**config.mk**
```make
export PLATFORM = sky130hd
export DESIGN_NAME = idu_seq_flat
export DESIGN_NICKNAME = d
export VERILOG_FILES = /design/src/rtl/idu_seq_if.sv /design/src/rtl/idu_seq.sv /design/src/flat_wrapper.sv
export SDC_FILE = /design/constraint.sdc
export NUM_CORES = 1
export LEC_CHECK = 0
export ABC_AREA = 1
export CAP_MARGIN = 30
export CORE_MARGIN = 5
export CORE_UTILIZATION = 48
export DETAILED_ROUTE_END_ITERATION = 8
export PLACE_DENSITY = 0.92
export SLEW_MARGIN = 5
export SYNTH_ARGS = -nofsm -noshare
export SYNTH_HDL_FRONTEND = slang
export SYNTH_SLANG_ARGS = --single-unit
export TNS_END_PERCENT = 1
```
**constraint.sdc**
```tcl
create_clock -name clk -period 2.8 [get_ports clk]
set_clock_uncertainty 0.05 [all_clocks]
set_input_delay 0.42 -clock clk [delete_from_list [all_inputs] [get_ports clk]]
set_output_delay 0.42 -clock clk [all_outputs]
set_load 0.02 [all_outputs]
```
**src/rtl/idu_seq_if.sv**
```systemverilog
// rtl/idu_seq_if.sv - IFU/immgen/EXU signal bundle for the decode sequencer
// Perf counter outputs exist only when IDU_SEQ_PERF_EN is defined.
interface idu_seq_if #(
  parameter int TYPE_W = 3,
  parameter int XLEN   = 32
);
  logic              in_valid;
  logic              in_ready;
  logic [XLEN-1:0]   in_instr;
  logic [XLEN-1:0]   in_pc;
  logic [XLEN-1:0]   ig_instr;
  logic [TYPE_W-1:0] ig_type;
  logic [XLEN-1:0]   ig_imm;
  logic              out_valid;
  logic              out_ready;
  logic [XLEN-1:0]   out_instr;
  logic [XLEN-1:0]   out_pc;
  logic [XLEN-1:0]   out_imm;
  logic [TYPE_W-1:0] out_type;
  logic              out_ebreak;
  logic              halted;
  logic              trap;
  logic [XLEN-1:0]   trap_pc;
`ifdef IDU_SEQ_PERF_EN
  logic [31:0]       perf_decoded;
  logic [31:0]       perf_stall;
  logic [191:0]      perf_type_cnt;
`endif

  modport master (
    input  in_valid, in_instr, in_pc, ig_imm, out_ready,
    output in_ready, ig_instr, ig_type, out_valid, out_instr, out_pc,
           out_imm, out_type, out_ebreak, halted, trap, trap_pc
`ifdef IDU_SEQ_PERF_EN
    , output perf_decoded, perf_stall, perf_type_cnt
`endif
  );

  modport slave (
    output in_valid, in_instr, in_pc, ig_imm, out_ready,
    input  in_ready, ig_instr, ig_type, out_valid, out_instr, out_pc,
           out_imm, out_type, out_ebreak, halted, trap, trap_pc
`ifdef IDU_SEQ_PERF_EN
    , input perf_decoded, perf_stall, perf_type_cnt
`endif
  );
endinterface

```
**src/rtl/idu_seq.sv**
```systemverilog
// rtl/idu_seq.sv - decode-stage sequencer: classify, drive immgen, hand bundle to EXU
// Optional perf counters guarded by IDU_SEQ_PERF_EN.
module idu_seq #(
  parameter int TYPE_W = 3,
  parameter int XLEN   = 32
) (
  input logic         clk,
  input logic         rst,
  idu_seq_if.master   bus
);
  localparam logic [TYPE_W-1:0] T_I = TYPE_W'(0);
  localparam logic [TYPE_W-1:0] T_U = TYPE_W'(1);
  localparam logic [TYPE_W-1:0] T_S = TYPE_W'(2);
  localparam logic [TYPE_W-1:0] T_B = TYPE_W'(3);
  localparam logic [TYPE_W-1:0] T_J = TYPE_W'(4);
  localparam logic [TYPE_W-1:0] T_R = TYPE_W'(5);
  localparam logic [XLEN-1:0]   EBREAK = XLEN'(32'h0010_0073);

  typedef enum logic [2:0] {S_IDLE, S_DEC, S_OUT, S_HALT, S_TRAP} state_t;

  state_t            r_state;
  logic              r_in_ready;
  logic [XLEN-1:0]   r_ig_instr;
  logic [TYPE_W-1:0] r_ig_type;
  logic [XLEN-1:0]   r_pc;
  logic              r_out_valid;
  logic [XLEN-1:0]   r_out_instr;
  logic [XLEN-1:0]   r_out_pc;
  logic [XLEN-1:0]   r_out_imm;
  logic [TYPE_W-1:0] r_out_type;
  logic              r_out_ebreak;
  logic              r_halted;
  logic              r_trap;
  logic [XLEN-1:0]   r_trap_pc;

  logic              w_legal;
  logic [TYPE_W-1:0] w_type;

  always_comb begin
    w_legal = 1'b1;
    w_type  = T_R;
    unique case (bus.in_instr[6:0])
      7'b0110111, 7'b0010111:                         w_type = T_U;
      7'b1101111:                                     w_type = T_J;
      7'b1100111, 7'b0000011, 7'b0010011, 7'b1110011: w_type = T_I;
      7'b1100011:                                     w_type = T_B;
      7'b0100011:                                     w_type = T_S;
      7'b0110011:                                     w_type = T_R;
      default:                                        w_legal = 1'b0;
    endcase
  end

`ifdef IDU_SEQ_PERF_EN
  logic [31:0] r_perf_decoded;
  logic [31:0] r_perf_stall;
  logic [31:0] r_perf_type [6];
`endif

  always_ff @(posedge clk) begin
    if (rst) begin
      r_state      <= S_IDLE;
      r_in_ready   <= 1'b1;
      r_ig_instr   <= '0;
      r_ig_type    <= T_R;
      r_pc         <= '0;
      r_out_valid  <= 1'b0;
      r_out_instr  <= '0;
      r_out_pc     <= '0;
      r_out_imm    <= '0;
      r_out_type   <= '0;
      r_out_ebreak <= 1'b0;
      r_halted     <= 1'b0;
      r_trap       <= 1'b0;
      r_trap_pc    <= '0;
`ifdef IDU_SEQ_PERF_EN
      r_perf_decoded <= '0;
      r_perf_stall   <= '0;
      for (int k = 0; k < 6; k++) r_perf_type[k] <= '0;
`endif
    end else begin
      unique case (r_state)
        S_IDLE: begin
          if (bus.in_valid) begin
            r_in_ready <= 1'b0;
            if (w_legal) begin
              r_ig_instr <= bus.in_instr;
              r_ig_type  <= w_type;
              r_pc       <= bus.in_pc;
              r_state    <= S_DEC;
            end else begin
              r_trap    <= 1'b1;
              r_trap_pc <= bus.in_pc;
              r_state   <= S_TRAP;
            end
          end
        end
        S_DEC: begin
          // ig_imm is combinational from the generator on the instr we drive now
          r_out_instr  <= r_ig_instr;
          r_out_pc     <= r_pc;
          r_out_imm    <= bus.ig_imm;
          r_out_type   <= r_ig_type;
          r_out_ebreak <= (r_ig_instr == EBREAK);
          r_out_valid  <= 1'b1;
          r_ig_instr   <= '0;
          r_ig_type    <= T_R;
          r_state      <= S_OUT;
        end
        S_OUT: begin
          if (bus.out_ready) begin
            r_out_valid <= 1'b0;
`ifdef IDU_SEQ_PERF_EN
            r_perf_decoded <= r_perf_decoded + 32'd1;
            for (int k = 0; k < 6; k++)
              if (r_out_type == TYPE_W'(k)) r_perf_type[k] <= r_perf_type[k] + 32'd1;
`endif
            if (r_out_ebreak) begin
              r_halted <= 1'b1;
              r_state  <= S_HALT;
            end else begin
              r_in_ready <= 1'b1;
              r_state    <= S_IDLE;
            end
          end
`ifdef IDU_SEQ_PERF_EN
          else begin
            r_perf_stall <= r_perf_stall + 32'd1;
          end
`endif
        end
        S_HALT, S_TRAP: r_state <= r_state;
        default: begin
          r_in_ready <= 1'b1;
          r_state    <= S_IDLE;
        end
      endcase
    end
  end

  assign bus.in_ready   = r_in_ready;
  assign bus.ig_instr   = r_ig_instr;
  assign bus.ig_type    = r_ig_type;
  assign bus.out_valid  = r_out_valid;
  assign bus.out_instr  = r_out_instr;
  assign bus.out_pc     = r_out_pc;
  assign bus.out_imm    = r_out_imm;
  assign bus.out_type   = r_out_type;
  assign bus.out_ebreak = r_out_ebreak;
  assign bus.halted     = r_halted;
  assign bus.trap       = r_trap;
  assign bus.trap_pc    = r_trap_pc;

`ifdef IDU_SEQ_PERF_EN
  assign bus.perf_decoded = r_perf_decoded;
  assign bus.perf_stall   = r_perf_stall;
  assign bus.perf_type_cnt = {r_perf_type[5], r_perf_type[4], r_perf_type[3],
                              r_perf_type[2], r_perf_type[1], r_perf_type[0]};
`endif
endmodule

```
**src/flat_wrapper.sv**
```systemverilog
// flat-port wrapper written by rule: the top's interface ports become plain ports
module idu_seq_flat 
#(
  parameter int TYPE_W = 3,
  parameter int XLEN   = 32
)
  (clk, rst, bus_in_valid, bus_in_instr, bus_in_pc, bus_ig_imm, bus_out_ready, bus_in_ready, bus_ig_instr, bus_ig_type, bus_out_valid, bus_out_instr, bus_out_pc, bus_out_imm, bus_out_type, bus_out_ebreak, bus_halted, bus_trap, bus_trap_pc);
  idu_seq_if #(.TYPE_W(TYPE_W), .XLEN(XLEN)) bus_i ();
  input logic clk;
  input logic rst;
  input wire logic [$bits(bus_i.in_valid)-1:0] bus_in_valid;
  input wire logic [$bits(bus_i.in_instr)-1:0] bus_in_instr;
  input wire logic [$bits(bus_i.in_pc)-1:0] bus_in_pc;
  input wire logic [$bits(bus_i.ig_imm)-1:0] bus_ig_imm;
  input wire logic [$bits(bus_i.out_ready)-1:0] bus_out_ready;
  output wire logic [$bits(bus_i.in_ready)-1:0] bus_in_ready;
  output wire logic [$bits(bus_i.ig_instr)-1:0] bus_ig_instr;
  output wire logic [$bits(bus_i.ig_type)-1:0] bus_ig_type;
  output wire logic [$bits(bus_i.out_valid)-1:0] bus_out_valid;
  output wire logic [$bits(bus_i.out_instr)-1:0] bus_out_instr;
  output wire logic [$bits(bus_i.out_pc)-1:0] bus_out_pc;
  output wire logic [$bits(bus_i.out_imm)-1:0] bus_out_imm;
  output wire logic [$bits(bus_i.out_type)-1:0] bus_out_type;
  output wire logic [$bits(bus_i.out_ebreak)-1:0] bus_out_ebreak;
  output wire logic [$bits(bus_i.halted)-1:0] bus_halted;
  output wire logic [$bits(bus_i.trap)-1:0] bus_trap;
  output wire logic [$bits(bus_i.trap_pc)-1:0] bus_trap_pc;
  assign bus_i.in_valid = bus_in_valid;
  assign bus_i.in_instr = bus_in_instr;
  assign bus_i.in_pc = bus_in_pc;
  assign bus_i.ig_imm = bus_ig_imm;
  assign bus_i.out_ready = bus_out_ready;
  assign bus_in_ready = bus_i.in_ready;
  assign bus_ig_instr = bus_i.ig_instr;
  assign bus_ig_type = bus_i.ig_type;
  assign bus_out_valid = bus_i.out_valid;
  assign bus_out_instr = bus_i.out_instr;
  assign bus_out_pc = bus_i.out_pc;
  assign bus_out_imm = bus_i.out_imm;
  assign bus_out_type = bus_i.out_type;
  assign bus_out_ebreak = bus_i.out_ebreak;
  assign bus_halted = bus_i.halted;
  assign bus_trap = bus_i.trap;
  assign bus_trap_pc = bus_i.trap_pc;
  idu_seq #(.TYPE_W(TYPE_W), .XLEN(XLEN)) u_core (.clk(clk), .rst(rst), .bus(bus_i));
endmodule
```
== Word level (Yosys, flattened, before mapping) ==
Index checks and enable logic that the tools add are counted.
Operators by class
  muxes and demuxes: 19
  eq/ne operators: 19
  reduce and logical (&&, ||, !) cells: 15
  bitwise operators: 3
Operators with widths (count)
  $mux 32: 2
  $pmux 32 s2: 1
  $eq 32x21->1 const B: 1
  $eq 7x7->1 const B: 4
  $eq 7x6->1 const B: 3
  $mux 3: 5
  $pmux 3 s5: 1
  $reduce_and 3->1: 5
  $eq 7x5->1 const B: 2
  $pmux 3 s4: 1
  $reduce_or 10->1: 1
  $eq 7x2->1 const B: 1
  $eq 3x2->1 const B: 2
  $ne 2x2->1 const B: 3
  $pmux 3 s2: 1
  $mux 1: 5
  $reduce_and 4->1: 1
  $reduce_bool 2->1: 2
  $reduce_or 2->1: 2
  $reduce_or 4->1: 1
  $eq 3x1->1 const B: 1
  $eq 3x3->1 const B: 1
  $logic_not 3->1: 1
  $not 1->1: 3
  other kinds (6): 6
Storage, ports and cells
  output and inout port bits: 171
  input bits: 100
  register bits after elaboration: 206
  word-level logic and storage cells: 70

== Longest topological paths before layout ==
  word-level depth: 6
  depth in mapped cells: 14

== Least setup slack after synthesis ==
No wires, ideal clock.
  path kind: input to register
  from: in bus_in_instr[1]
  to: reg u_core.r_ig_instr[17] (netlist: u_core.bus.ig_instr[17])
  buffers on the path: 2
  setup time: 0.115 ns
  cell stages on the path: 12
  arrival time: 1.553 ns
  path slack: 1.082 ns
  path through: nand2_1 nor2_1 nand2_1 nand2_1 nor2_2 nand2_4 nand2_2 nand2_2 buf_6 buf_6 a21oi_1 nor2_1
Between the ends
  longest elaborated chain between the ends: 5
RTL lines
  from (decl): RTL line flat_wrapper.sv:12  | input wire logic [$bits(bus_i.in_instr)-1:0] bus_in_instr;
  $eq 7x6->1, or another cell as far along: RTL line idu_seq.sv:42  | unique case (bus.in_instr[6:0])
  $reduce_or 10->1 (no source line) *
  $mux 1 *: RTL line idu_seq.sv:42
  $ne 2x1->1 (no source line) *
  $reduce_and 3->1 (no source line) *
  to (signal assigned): RTL line idu_seq.sv:86  | r_ig_instr <= bus.in_instr;
  to (decl): RTL line idu_seq.sv:23  | logic [XLEN-1:0] r_ig_instr;
Every way passes the cells marked *; elsewhere a longest branch is shown, timed or not.
A chain may end at the register's enable or synchronous reset.

== Worst setup path after layout ==
  from: reg u_core.r_state[0]
  to: reg u_core.r_trap_pc[9] (netlist: u_core.bus.trap_pc[9])
Between the ends
  longest elaborated chain between the ends: 2
RTL lines
  from (decl): RTL line idu_seq.sv:21  | state_t r_state;
  from (signal assigned): RTL line idu_seq.sv:131  | S_HALT, S_TRAP: r_state <= r_state;
  $logic_not 3->1: RTL line idu_seq.sv:81  | unique case (r_state)
  $reduce_and 3->1 (no source line)
  to (signal assigned): RTL line idu_seq.sv:92  | r_trap_pc <= bus.in_pc;
  to (decl): RTL line idu_seq.sv:34  | logic [XLEN-1:0] r_trap_pc;
Every way passes these cells.

==> metrics.txt <==
Post-DP HPWL=~16000 um; fin crit period=about 2.1 ns; crit-path max FO=33; top-area cell type share of the netlist area=a little over half; vias in the first global route=approximately 7000; Setup TNS=0 ns; Clock Tree Buf Depth=3; global-route wire length before repair=around 37000 um; worst path arrival time=around 2.5 ns; P&R area growth vs syn=46.3%; crit-path leading delay family=simple AND/OR/NAND/NOR gates; Final ANT Viol Nets=0; CTS Sinks=206; Sequential Area=0.00412 mm2; top cells by area, synth=dfxtp_1, a21oi_1, nor2_1, nand2_1, o21ai_0; f_max=0.470 GHz; DR pass1 iterations=5; Ports=271; worst hold-check path type=primary input to flop; Detailed Route WL=approximately 24000 um; clk_lat worst skew=between 0.4 and 0.5 ns; Power Dens Cells=around 630 mW/mm2; CP startpoint=u_core.r_state[0]$_SDFFE_PP0P_; Starting Density=48.7%; syn_area_per_cell=~7.6 um2; sequential-to-total area share from yosys stat=53.5%; min-delay src=rst; DR WL/cell=~16 um; final slew viol count=0; Die ar.=about 0.019 mm2; worst slew pin tran=slightly below 0.6 ns; Port Buffers=270; CTS clk-pin slew, worst paths=~0.06 ns; CP Class=flop to flop; grt total ovfl=0; max-cap check violation count=0; endpoints failing setup=0; syn nets=roughly 1100; CP max stage cell=inv_2; worst hold margin=approximately 0.4 ns; crit end category=flop; Reg2Reg Capture Point=u_core.bus.trap_pc[9]$_SDFFE_PP0P_; Post-synth ARST share=0%; largest net degree at the start of global routing=83; ys flop type=dfxtp_1; Post-synth EDFFs=0; share of cells above drive strength 1=between 4 and 5%; Die Wd=about 140 um; top cells by count, synth=dfxtp_1, nor2_1, nand2_1; CTS tree=built; DRC violations left=0; Die Y=~140 um; Synth warnings=0; Post-Syn Instances=1014; biggest cell delay along the critical path=around 0.45 ns; Tot GR Track Use=24.1%; Yosys reg bits=a little over 200; Peak VDD IR=around 460 uV; post-CTS sizing=0; CP Launch Type=flop; drt initial violations=about 550; ant diodes=0; distinct cell type count after synthesis=24; gpl congestion=about 0.86; cell mode on critical path=inv_1; WP buf/inv=3; Synth area leader=dfxtp_1; Core Rows=46; synthesized area=0.00771 mm2; Multi-input gate area=approximately 0.0030 mm2; most common cell in the netlist=dfxtp_1; routed via count=~7600; H-tree depth=1; post-CTS setup repair buffer count=0; r2r worst-path depth=9; initial antenna violation count=0; Post-CTS Hold Fix Bufs=0; Worst Hold Path EP=u_core.bus.ig_instr[23]$_SDFFE_PP0P_; Layout fillers=approximately 1200; core region area=~0.016 mm2; FF-to-FF Start=u_core.r_state[0]$_SDFFE_PP0P_; Reg2Reg Setup Slack=a little under 0.7 ns; data required time of the critical path=~3.2 ns; Tcrit/Tclk final=75.9%; Clock Root Buffer=clkbuf_16; Final Hold Fails=0; Vias per Instance=5.15; Rel. slew slack=roughly 61%; Layout Nets=~1300; Hold Path Depth=4; outcome=complete, no violations; Num CTS Buffers=22; crit-path cells=nor2_1 > inv_1 > nor2_2 > inv_1 > nor2_4 > nand3_2 > inv_2 > nand2_1 > a21oi_1; RSZ-0062 raised after global routing=false; leakage power=between 0.004 and 0.005 uW
cell type report:
cell class                 count  area share, %
clock buffer                  29           5.57
clock inverter                 6           1.38
inverter                      56           1.91
multi-input combinational    679           26.9
sequential                   206           36.6
tap                          216           2.40
timing repair buffer         282           25.3
sequential cells by signal, indices dropped and copies added (netlist names), 32 cells and up:
register and flops:
u_core.bus.ig_instr 32, u_core.bus.out_instr 32, u_core.bus.out_pc 32, u_core.bus.trap_pc 32
u_core.r_pc 32, u_core.bus.out_imm 32
worst reg2reg max path: stages (launching register included):
cell and delay (ns):
dfxtp_1 0.37, nor2_1 0.17, inv_1 0.08, nor2_2 0.13, inv_1 0.11, nor2_4 0.24, nand3_2 0.14, inv_2 0.45
nand2_1 0.17, a21oi_1 0.16
kinds of logic after synthesis:
group	synth area share, %
AO/OA/AOI/OAI	17.4
buffers and inverters	7.26
flip-flops	53.5
AND/OR/NAND/NOR	21.8
per-layer routing:
metal / GRT usage, % / wire (um) / up-vias
met5: 0 / 0 / -
met2: 40.9 / 11500 / 296
met3: 4.49 / 1680 / 70
met1: 29.8 / 9220 / 3457
met4: 10.8 / 1110 / 0
li1: - / - / 3764
stage by stage:
stage | setup WS (ns) | total power, uW | std cells | util [%] | instance area, um2
2_1_floorplan | 1.08 | 3570 | 1014 | - | 7710
3_3_place_gp | 0.392 | 3950 | 1439 | 66.3 | 10500
3_5_place_dp | 0.304 | 3970 | 1439 | 66.3 | 10500
4_1_cts | 0.683 | 7100 | 1474 | 71.2 | 11300
5_1_grt | 0.488 | 7310 | 1474 | 71.2 | 11300
6_report | 0.674 | 7050 | 1474 | 71.2 | 11300
worst max path at each step:
stage | end | cells past startpoint
global placement | u_core.bus.trap_pc[21]$_SDFFE_PP0P_ | 11
detailed placement | u_core.bus.trap_pc[9]$_SDFFE_PP0P_ | 11
global route | u_core.bus.trap_pc[31]$_SDFFE_PP0P_ | 9
finish | u_core.bus.trap_pc[9]$_SDFFE_PP0P_ | 9
CTS | u_core.bus.trap_pc[31]$_SDFFE_PP0P_ | 9
floorplan | u_core.bus.ig_instr[17]$_SDFFE_PP0P_ | 12
where the power goes:
part	total (uW)	internal (uW)	leakage [uW]	switching [uW]
sequential	3090	3030	0.00167	61.8
combinational	823	376	0.00224	446
clock	3140	2020	0.000383	1120
placed cells by master (no fill, tap or decap):
cell,instances
clkbuf_1,3
nand2_1,166
clkinv_2,1
buf_2,1
dfxtp_1,206
nor2_2,2
nand3b_1,1
inv_4,2
nand3_2,1
o21a_1,2
clkbuf_16,23
o31ai_1,1
o21ai_0,123
a21oi_1,141
nand2_4,2
bufinv_16,5
nand4_1,4
clkdlybuf4s50_1,269
nor4_1,3
nand3_1,53
nor2_4,2
nor2_1,171
nor3_1,5
nand2_2,2
buf_12,5
buf_4,7
clkbuf_8,3
inv_1,51
inv_2,3
Note: power is estimated with default switching activity, not from simulation.
